**src/rtl/instr_fetch_unit.sv**
```systemverilog
// instr_fetch_unit: owns pc, oldpc, the instruction register and the load-data
// register. Turns the control unit's single-cycle memory strobes into a
// req/ready handshake with wait states, a timeout fault and a stall output
// that holds the control FSM.
//
// Ports:
//   clk, reset (async, active-low)
//   pcwrite, pc_next         PC update from the control unit
//   irwrite, data_rd, memwrite  access strobes (priority memwrite > data_rd > irwrite)
//   adrsrc, data_addr, wdata address select, data address, store data
//   mem_req, mem_we, mem_addr, mem_wdata, mem_rdata, mem_ready  memory handshake
//   stall                    holds the control FSM while 1
//   pc, oldpc, instr, data   architectural registers
//   op, funct3, funct7b5     decode slices of instr
//   fault                    sticky error flag (timeout or misalignment)
//
// Build option: define MISALIGN_TRAP_EN to trap misaligned PC updates and
// misaligned data addresses; otherwise their low two bits are forced to zero.
module instr_fetch_unit #(
  parameter int unsigned     XLEN     = 32,
  parameter logic [XLEN-1:0] RESET_PC = '0,
  parameter int unsigned     MAX_WAIT = 15
) (
  input  logic            clk,
  input  logic            reset,
  input  logic            pcwrite,
  input  logic [XLEN-1:0] pc_next,
  input  logic            irwrite,
  input  logic            data_rd,
  input  logic            memwrite,
  input  logic            adrsrc,
  input  logic [XLEN-1:0] data_addr,
  input  logic [XLEN-1:0] wdata,
  output logic            mem_req,
  output logic            mem_we,
  output logic [XLEN-1:0] mem_addr,
  output logic [XLEN-1:0] mem_wdata,
  input  logic [XLEN-1:0] mem_rdata,
  input  logic            mem_ready,
  output logic            stall,
  output logic [XLEN-1:0] pc,
  output logic [XLEN-1:0] oldpc,
  output logic [XLEN-1:0] instr,
  output logic [XLEN-1:0] data,
  output logic [6:0]      op,
  output logic [2:0]      funct3,
  output logic            funct7b5,
  output logic            fault
);

  localparam int unsigned     CntW = $clog2(MAX_WAIT + 1);
  localparam logic [XLEN-1:0] Nop  = XLEN'(32'h0000_0013);

  typedef enum logic [1:0] {StIdle, StBusy, StFault} state_e;
  typedef enum logic [1:0] {AccFetch, AccRead, AccWrite} acc_e;

  state_e            state_q, state_d;
  acc_e              acc_q, acc_d;
  logic [XLEN-1:0]   pc_q, pc_d, oldpc_q, oldpc_d, instr_q, instr_d, data_q, data_d;
  logic [XLEN-1:0]   addr_q, addr_d, wdata_q, wdata_d;
  logic              req_q, req_d, we_q, we_d;
  logic [CntW-1:0]   cnt_q, cnt_d;

  logic              trigger, pc_upd, pc_misalign, addr_misalign;
  logic [XLEN-1:0]   sel_addr, req_addr, pc_next_eff;

  assign trigger  = memwrite | data_rd | irwrite;
  assign sel_addr = adrsrc ? data_addr : pc_q;

  always_comb begin
    stall = 1'b1;
    case (state_q)
      StIdle:  stall = trigger;
      StBusy:  stall = ~mem_ready;
      default: stall = 1'b1;
    endcase
  end

  assign pc_upd = pcwrite & ~stall;

`ifdef MISALIGN_TRAP_EN
  assign pc_next_eff   = pc_next;
  assign req_addr      = sel_addr;
  assign pc_misalign   = pc_upd & (pc_next[1:0] != 2'b00);
  // Only data accesses through data_addr are checked; fetches use the aligned pc.
  assign addr_misalign = (memwrite | data_rd) & adrsrc & (data_addr[1:0] != 2'b00);
`else
  logic unused_lsbs;
  assign unused_lsbs   = ^{pc_next[1:0], sel_addr[1:0]};
  assign pc_next_eff   = {pc_next[XLEN-1:2], 2'b00};
  assign req_addr      = {sel_addr[XLEN-1:2], 2'b00};
  assign pc_misalign   = 1'b0;
  assign addr_misalign = 1'b0;
`endif

  always_comb begin
    state_d = state_q;
    acc_d   = acc_q;
    pc_d    = pc_q;
    oldpc_d = oldpc_q;
    instr_d = instr_q;
    data_d  = data_q;
    addr_d  = addr_q;
    wdata_d = wdata_q;
    req_d   = req_q;
    we_d    = we_q;
    cnt_d   = cnt_q;

    if (pc_upd && !pc_misalign) begin
      pc_d = pc_next_eff;
    end

    case (state_q)
      StIdle: begin
        if (trigger) begin
          if (addr_misalign) begin
            state_d = StFault;
          end else begin
            state_d = StBusy;
            req_d   = 1'b1;
            we_d    = memwrite;
            addr_d  = req_addr;
            wdata_d = wdata;
            cnt_d   = '0;
            if (memwrite) begin
              acc_d = AccWrite;
            end else if (data_rd) begin
              acc_d = AccRead;
            end else begin
              acc_d = AccFetch;
            end
          end
        end
      end
      StBusy: begin
        if (mem_ready) begin
          case (acc_q)
            AccFetch: begin
              instr_d = mem_rdata;
              oldpc_d = pc_q;
            end
            AccRead: data_d = mem_rdata;
            default: ;
          endcase
          req_d   = 1'b0;
          we_d    = 1'b0;
          cnt_d   = '0;
          state_d = StIdle;
        end else if (cnt_q == CntW'(MAX_WAIT - 1)) begin
          // Last permitted BUSY cycle passed without completion.
          req_d   = 1'b0;
          we_d    = 1'b0;
          state_d = StFault;
        end else begin
          cnt_d = cnt_q + 1'b1;
        end
      end
      default: begin
        req_d = 1'b0;
        we_d  = 1'b0;
      end
    endcase

    if (pc_misalign) begin
      state_d = StFault;
      req_d   = 1'b0;
      we_d    = 1'b0;
    end
  end

  always_ff @(posedge clk or negedge reset) begin
    if (!reset) begin
      state_q <= StIdle;
      acc_q   <= AccFetch;
      pc_q    <= RESET_PC;
      oldpc_q <= RESET_PC;
      instr_q <= Nop;
      data_q  <= '0;
      addr_q  <= '0;
      wdata_q <= '0;
      req_q   <= 1'b0;
      we_q    <= 1'b0;
      cnt_q   <= '0;
    end else begin
      state_q <= state_d;
      acc_q   <= acc_d;
      pc_q    <= pc_d;
      oldpc_q <= oldpc_d;
      instr_q <= instr_d;
      data_q  <= data_d;
      addr_q  <= addr_d;
      wdata_q <= wdata_d;
      req_q   <= req_d;
      we_q    <= we_d;
      cnt_q   <= cnt_d;
    end
  end

  assign mem_req   = req_q;
  assign mem_we    = we_q;
  assign mem_addr  = addr_q;
  assign mem_wdata = wdata_q;
  assign pc        = pc_q;
  assign oldpc     = oldpc_q;
  assign instr     = instr_q;
  assign data      = data_q;
  assign op        = instr_q[6:0];
  assign funct3    = instr_q[14:12];
  assign funct7b5  = instr_q[30];
  assign fault     = (state_q == StFault);

endmodule

```
**config.mk**
```make
export PLATFORM = sky130hd
export DESIGN_NAME = instr_fetch_unit
export DESIGN_NICKNAME = d
export VERILOG_FILES = /design/src/rtl/instr_fetch_unit.sv
export SDC_FILE = /design/constraint.sdc
export NUM_CORES = 1
export LEC_CHECK = 0
export CORE_MARGIN = 4
export CORE_UTILIZATION = 39
export DETAILED_ROUTE_END_ITERATION = 10
export PLACE_DENSITY_LB_ADDON = 0.1
export SLEW_MARGIN = 15
export SYNTH_ARGS = -nofsm -noshare
export SYNTH_HDL_FRONTEND = slang
export SYNTH_SLANG_ARGS = --single-unit
```
**constraint.sdc**
```tcl
create_clock -name clk -period 1.6 [get_ports clk]
set_input_delay 0.24 -clock clk [delete_from_list [all_inputs] [get_ports clk]]
set_output_delay 0.24 -clock clk [all_outputs]
set_load 0.02 [all_outputs]
```
# After elaboration in Yosys (flattened, before gate mapping)
# Cells that the tools add are included.
# word_totals
out_inout_bits	207
input_bits	136
wordCells	51
register_bits	196
# classes
add_sub_neg	1
eq_ne	7
reduce_logical	9
muxes	18
bitwise	5
# op_table
cell	count
$mux W32	1
$mux W4	3
$reduce_and A3 Y1	4
$mux W2	4
$pmux W4 S2	1
$ne A3 B3 Y1 const B	2
$pmux W1 S2	3
$mux W1	5
$add A4 B1 Y4 const B	1
$eq A2 B1 Y1 const B	2
$eq A4 B4 Y1 const B	1
$logic_not A2 Y1	2
$pmux W2 S2	1
$reduce_and A2 Y1	2
$eq A2 B2 Y1 const B	1
$ne A2 B2 Y1 const B	1
$not A1 Y1	2
$or A1 B1 Y1	2
$reduce_bool A2 Y1	1
$and A1 B1 Y1	1

# Logic depth before layout (Yosys ltp)
# logic_depth
word_depth	5
ltp_mapped	6
mapped_depth_nobuf	5

# Least setup slack after synthesis
# OpenSTA, ideal clock, no wires.
# synth_timing
path_type	reg-to-reg
start	register state_q[0]
end	register pc_q[10], in the netlist pc[10]
n_path_buf	1
required_ns	1.475
setup_ns	0.125
path_slack_ns	0.072
period_less_slack_ns	1.528
arrival_ns	1.403
path_stages_with_launch	5
path_cell_list	dfrtp_1 > nor4_4 > o211a_4 > buf_6 > mux2_4
# synth_between
elab_chain_cells	4
word_cells_on_any_way	5
cone_classes	eq/ne (1); mux (1); bitwise (2); reduce/logical (1)
# synth_rtl
element	line	text
start, declared	57	state_e state_q, state_d;
start signal, assigned	173	state_q <= StIdle;
start signal, assigned	185	state_q <= state_d;
$eq A2 B1 Y1 / $logic_not A2 Y1 (equally long branches)	72	case (state_q)
$pmux W1 S2 (*)	72	
$not A1 Y1 (*)	79	assign pc_upd = pcwrite & ~stall;
$and A1 B1 Y1 (*)	79	
end signal, assigned	187	pc_q <= pc_d;
end, declared	59	logic [XLEN-1:0] pc_q, pc_d, oldpc_q, oldpc_d, instr_q, instr_d, data_q, data_d;
# Mark *: on every way between the ends. The rest lies on a longest branch, timed or not.
# A chain may end at the register's enable or synchronous reset.

# Worst setup path after layout
# layout_timing
start	register state_q[0]
end	register pc_q[23], in the netlist pc[23]
# Same word-level chain as after synthesis.

==> impl_metrics.json <==
{
  "status": "finished with violations",
  "violations": "setup timing",
  "nets": 1029,
  "cts_buffers": 17,
  "grt_pass1_vias": 6150,
  "h-tree-depth": 4,
  "clock_path_buffers": 2,
  "hold_viol_final": 0,
  "postSynthCellCount": 504,
  "route.vias.total": 5672,
  "gp_congestion": 0.7867,
  "cpMostUsedCell": "buf_12",
  "hpwl_um": 17500,
  "yosysSeqAreaShare_pct": 57.98,
  "endpoint_kind": "flip-flop",
  "antenna_found_initial": 0,
  "cts_tree": "yes",
  "avgSynthCellArea_um2": 16.80,
  "clkTransAtPathRegs_ns": 0.07,
  "slew_violations": 0,
  "total_leakage_power_nw": 6.230,
  "critical_path.top_delay_family": "flip-flops",
  "fin_crit_ns": 1.744,
  "vdd_ir_drop_max_v": 0.0009337,
  "yosys_warnings": 0,
  "drc": 0,
  "synth_edf_count": 0,
  "clock_latency_ns": 0.42,
  "fin_crit_sh_pct": 109.0,
  "synth_top_family_by_area": "multiplexers",
  "min_path_type": "input pin to asynchronous set/reset pin",
  "dr.pass1.iters": 4,
  "layout_setup_ws_ns": -0.1436,
  "path_cells": "and2_4 > buf_6 > o211a_4 > buf_12 > buf_12 > mux2_4",
  "num_rows": 53,
  "worstSetupStartpointType": "flip-flop",
  "grt_max_degree": 49,
  "dieArea_um2": 24130,
  "synth.area.mux_share_pct": 32.72,
  "ios": 343,
  "core_um2": 21150,
  "die_h_um": 155.3,
  "rsz0062_at_grt": "true",
  "area_growth_pct": 56.80,
  "grt_overflow_total": 0,
  "synthesis.area_um2": 8466,
  "fillCellCount": 1670,
  "io_buffers": 332,
  "setup_viol": 142,
  "max_freq_mhz": 573.5,
  "max_cap_viol_count": 0,
  "drt_iter0_drc": 209,
  "criticalPathCategory": "flip-flop to flip-flop",
  "crit_required_ns": 1.91,
  "skew_ns": 0.008237,
  "postRouteAntennaNets": 0,
  "whs_ns": 0.3495,
  "slowest_delay_ns": 0.45,
  "synth_xor_area_share_pct": 0.2069,
  "yosysUniqueCellTypes": 41,
  "cp.buffers_inverters": 3,
  "power_per_cell_area_nw_per_um2": 2074,
  "synth_fa_ha_area_share_pct": 0.2956,
  "final_area_um2": 13270,
  "synth-compound-area-share_pct": 1.774,
  "synth-main-ff-cell": "dfrtp_1",
  "yosys.area_share.simple_pct": 1.685,
  "synth_top_area_share_pct": 57.05,
  "wl_per_cell_um": 21.59,
  "initial_core_util_pct": 40.02,
  "place_area_um2": 12130,
  "die_x_um": 155.3,
  "diodes": 0,
  "ys_top_cells_by_count": "193 x dfrtp_1, 117 x mux2_2, 90 x mux2_4",
  "grt_pass1_wl_um": 37290,
  "synth.most_common_cell": "dfrtp_1",
  "worstPathMaxFanout": 5,
  "wl_um": 25460,
  "synthTopCellsByArea": "dfrtp_1 57%, mux2_4 16%, mux2_2 16%",
  "grt_util_all_layers_pct": 20.13,
  "slowest_stage": "dfrtp_2",
  "routed_via_density": 4.811,
  "async_flop_share_pct": 100.0,
  "cts_root_buf": "clkbuf_16",
  "yosys.area.top_type": "dfrtp_1",
  "arrival_ns": 2.05,
  "drive_above_1_share_pct": 37.17,
  "cts.sinks": 196,
  "synth-seq-cells": 196
}
final cells by class:
class / instances / area (um2) / share of cell area (%)
Multi-Input combinational cell: 265 / 3317 / 24.99
Timing Repair Buffer: 405 / 4108 / 30.95
Sequential cell: 196 / 4910 / 36.99
Inverter: 6 / 22.52 / 0.1697
Clock inverter: 14 / 143.9 / 1.084
Clock buffer: 18 / 429.2 / 3.233
Tap cell: 275 / 344.1 / 2.592
kinds of logic after synthesis:
| kind of cell | Yosys count |
|---|---|
| fa+ha+maj | 2 |
| mux | 216 |
| xor+xnor | 2 |
| buf+inv | 48 |
| other cells | 1 |
| compound gates | 20 |
| flops | 196 |
| simple gates | 19 |
routing by layer:
| metal | part of all wire (%) | vias up | global-route usage (%) |
|---|---|---|---|
| li1 | - | 2543 | - |
| met1 | 40 | 2859 | 24.69 |
| met2 | 50 | 243 | 34.12 |
| met3 | 8.1 | 27 | 6.509 |
| met5 | 0 | - | 0 |
| met4 | 1.7 | 0 | 5.794 |
metrics by stage:
stage / power (W) / setup TNS, ns / util (%) / setup slack (ns) / instances
finish: 0.02753 / -11.51 / 62.75 / -0.1436 / 1179
global route: 0.02889 / -17.18 / 62.75 / -0.1784 / 1179
CTS: 0.02731 / -16.49 / 61.80 / -0.1782 / 1167
detailed placement: 0.02377 / -57.10 / 57.35 / -0.4023 / 1109
global placement: 0.02348 / -54.90 / 57.35 / -0.3931 / 1109
floorplan: 0.01700 / 0 / - / 0.07216 / 509
state kept, by name, summed over array words and instances (netlist names):
register,cells
pc,30
mem_wdata,32
cnt_q,4
data,32
acc_q,2
oldpc,30
mem_req,1
mem_we,1
mem_addr,30
state_q,2
instr,32
cells in the final DEF (no fill, tap or decap), types with 2 or more instances in the layout:
master / synthesis / routed
clkinvlp_4: 0 / 3
clkdlybuf4s50_1: 0 / 130
a21oi_1: 2 / 2
buf_8: 0 / 5
buf_12: 7 / 14
buf_2: 3 / 2
buf_4: 18 / 27
buf_6: 11 / 15
buf_16: 0 / 9
inv_6: 0 / 3
inv_8: 0 / 3
mux2_2: 117 / 77
o32ai_1: 2 / 2
clkinv_4: 0 / 3
xnor2_1: 2 / 2
o21ai_0: 6 / 6
clkbuf_16: 0 / 19
ha_1: 2 / 2
mux2_1: 9 / 2
inv_1: 6 / 5
dfstp_2: 3 / 3
nand3_1: 3 / 3
nand2_1: 2 / 2
nor2b_1: 2 / 2
clkdlybuf4s15_1: 0 / 4
dfrtp_1: 193 / 192
dlygate4sd2_1: 0 / 195
mux2_4: 90 / 137
conb_1: 1 / 6
repair_timing:
| item | in CTS | in global routing |
|---|---|---|
| hold endpoints to repair | 38 | 0 |
| pin swaps | 3 | 3 |
| hold buffers | 1 | 0 |
| gates cloned | 12 | 3 |
| gates resized for setup | 248 | 63 |
| buffers inserted | 13 | 20 |
| endpoints found under the setup margin | 327 | 160 |
power breakdown:
| part | internal, W | switching (W) |
|---|---|---|
| Clock | 0.00220 | 0.00197 |
| Sequential | 0.00746 | 0.00163 |
| Combinational | 0.00744 | 0.00683 |
path summary, 6_finish.rpt:
path                                              from                   endpoint  cells after the start  slack (ns)
worst max-delay path            state_q[0]$_DFFE_PN0P_         pc[23]$_DFFE_PN0P_                      6       -0.14
worst min-delay path                             reset   mem_wdata[4]$_DFFE_PN0P_                      2        0.35
worst max register to register  state_q[0]$_DFFE_PN0P_         pc[23]$_DFFE_PN0P_                      6       -0.14
worst min register to register   oldpc[28]$_DFFE_PN0P_      oldpc[28]$_DFFE_PN0P_                      1        0.48
max in group asynchronous                        reset  mem_wdata[15]$_DFFE_PN0P_                      3        0.55
min in group clk                           pc_next[12]         pc[12]$_DFFE_PN0P_                      2        0.42
No activity file was read; power rests on OpenSTA's default activity.
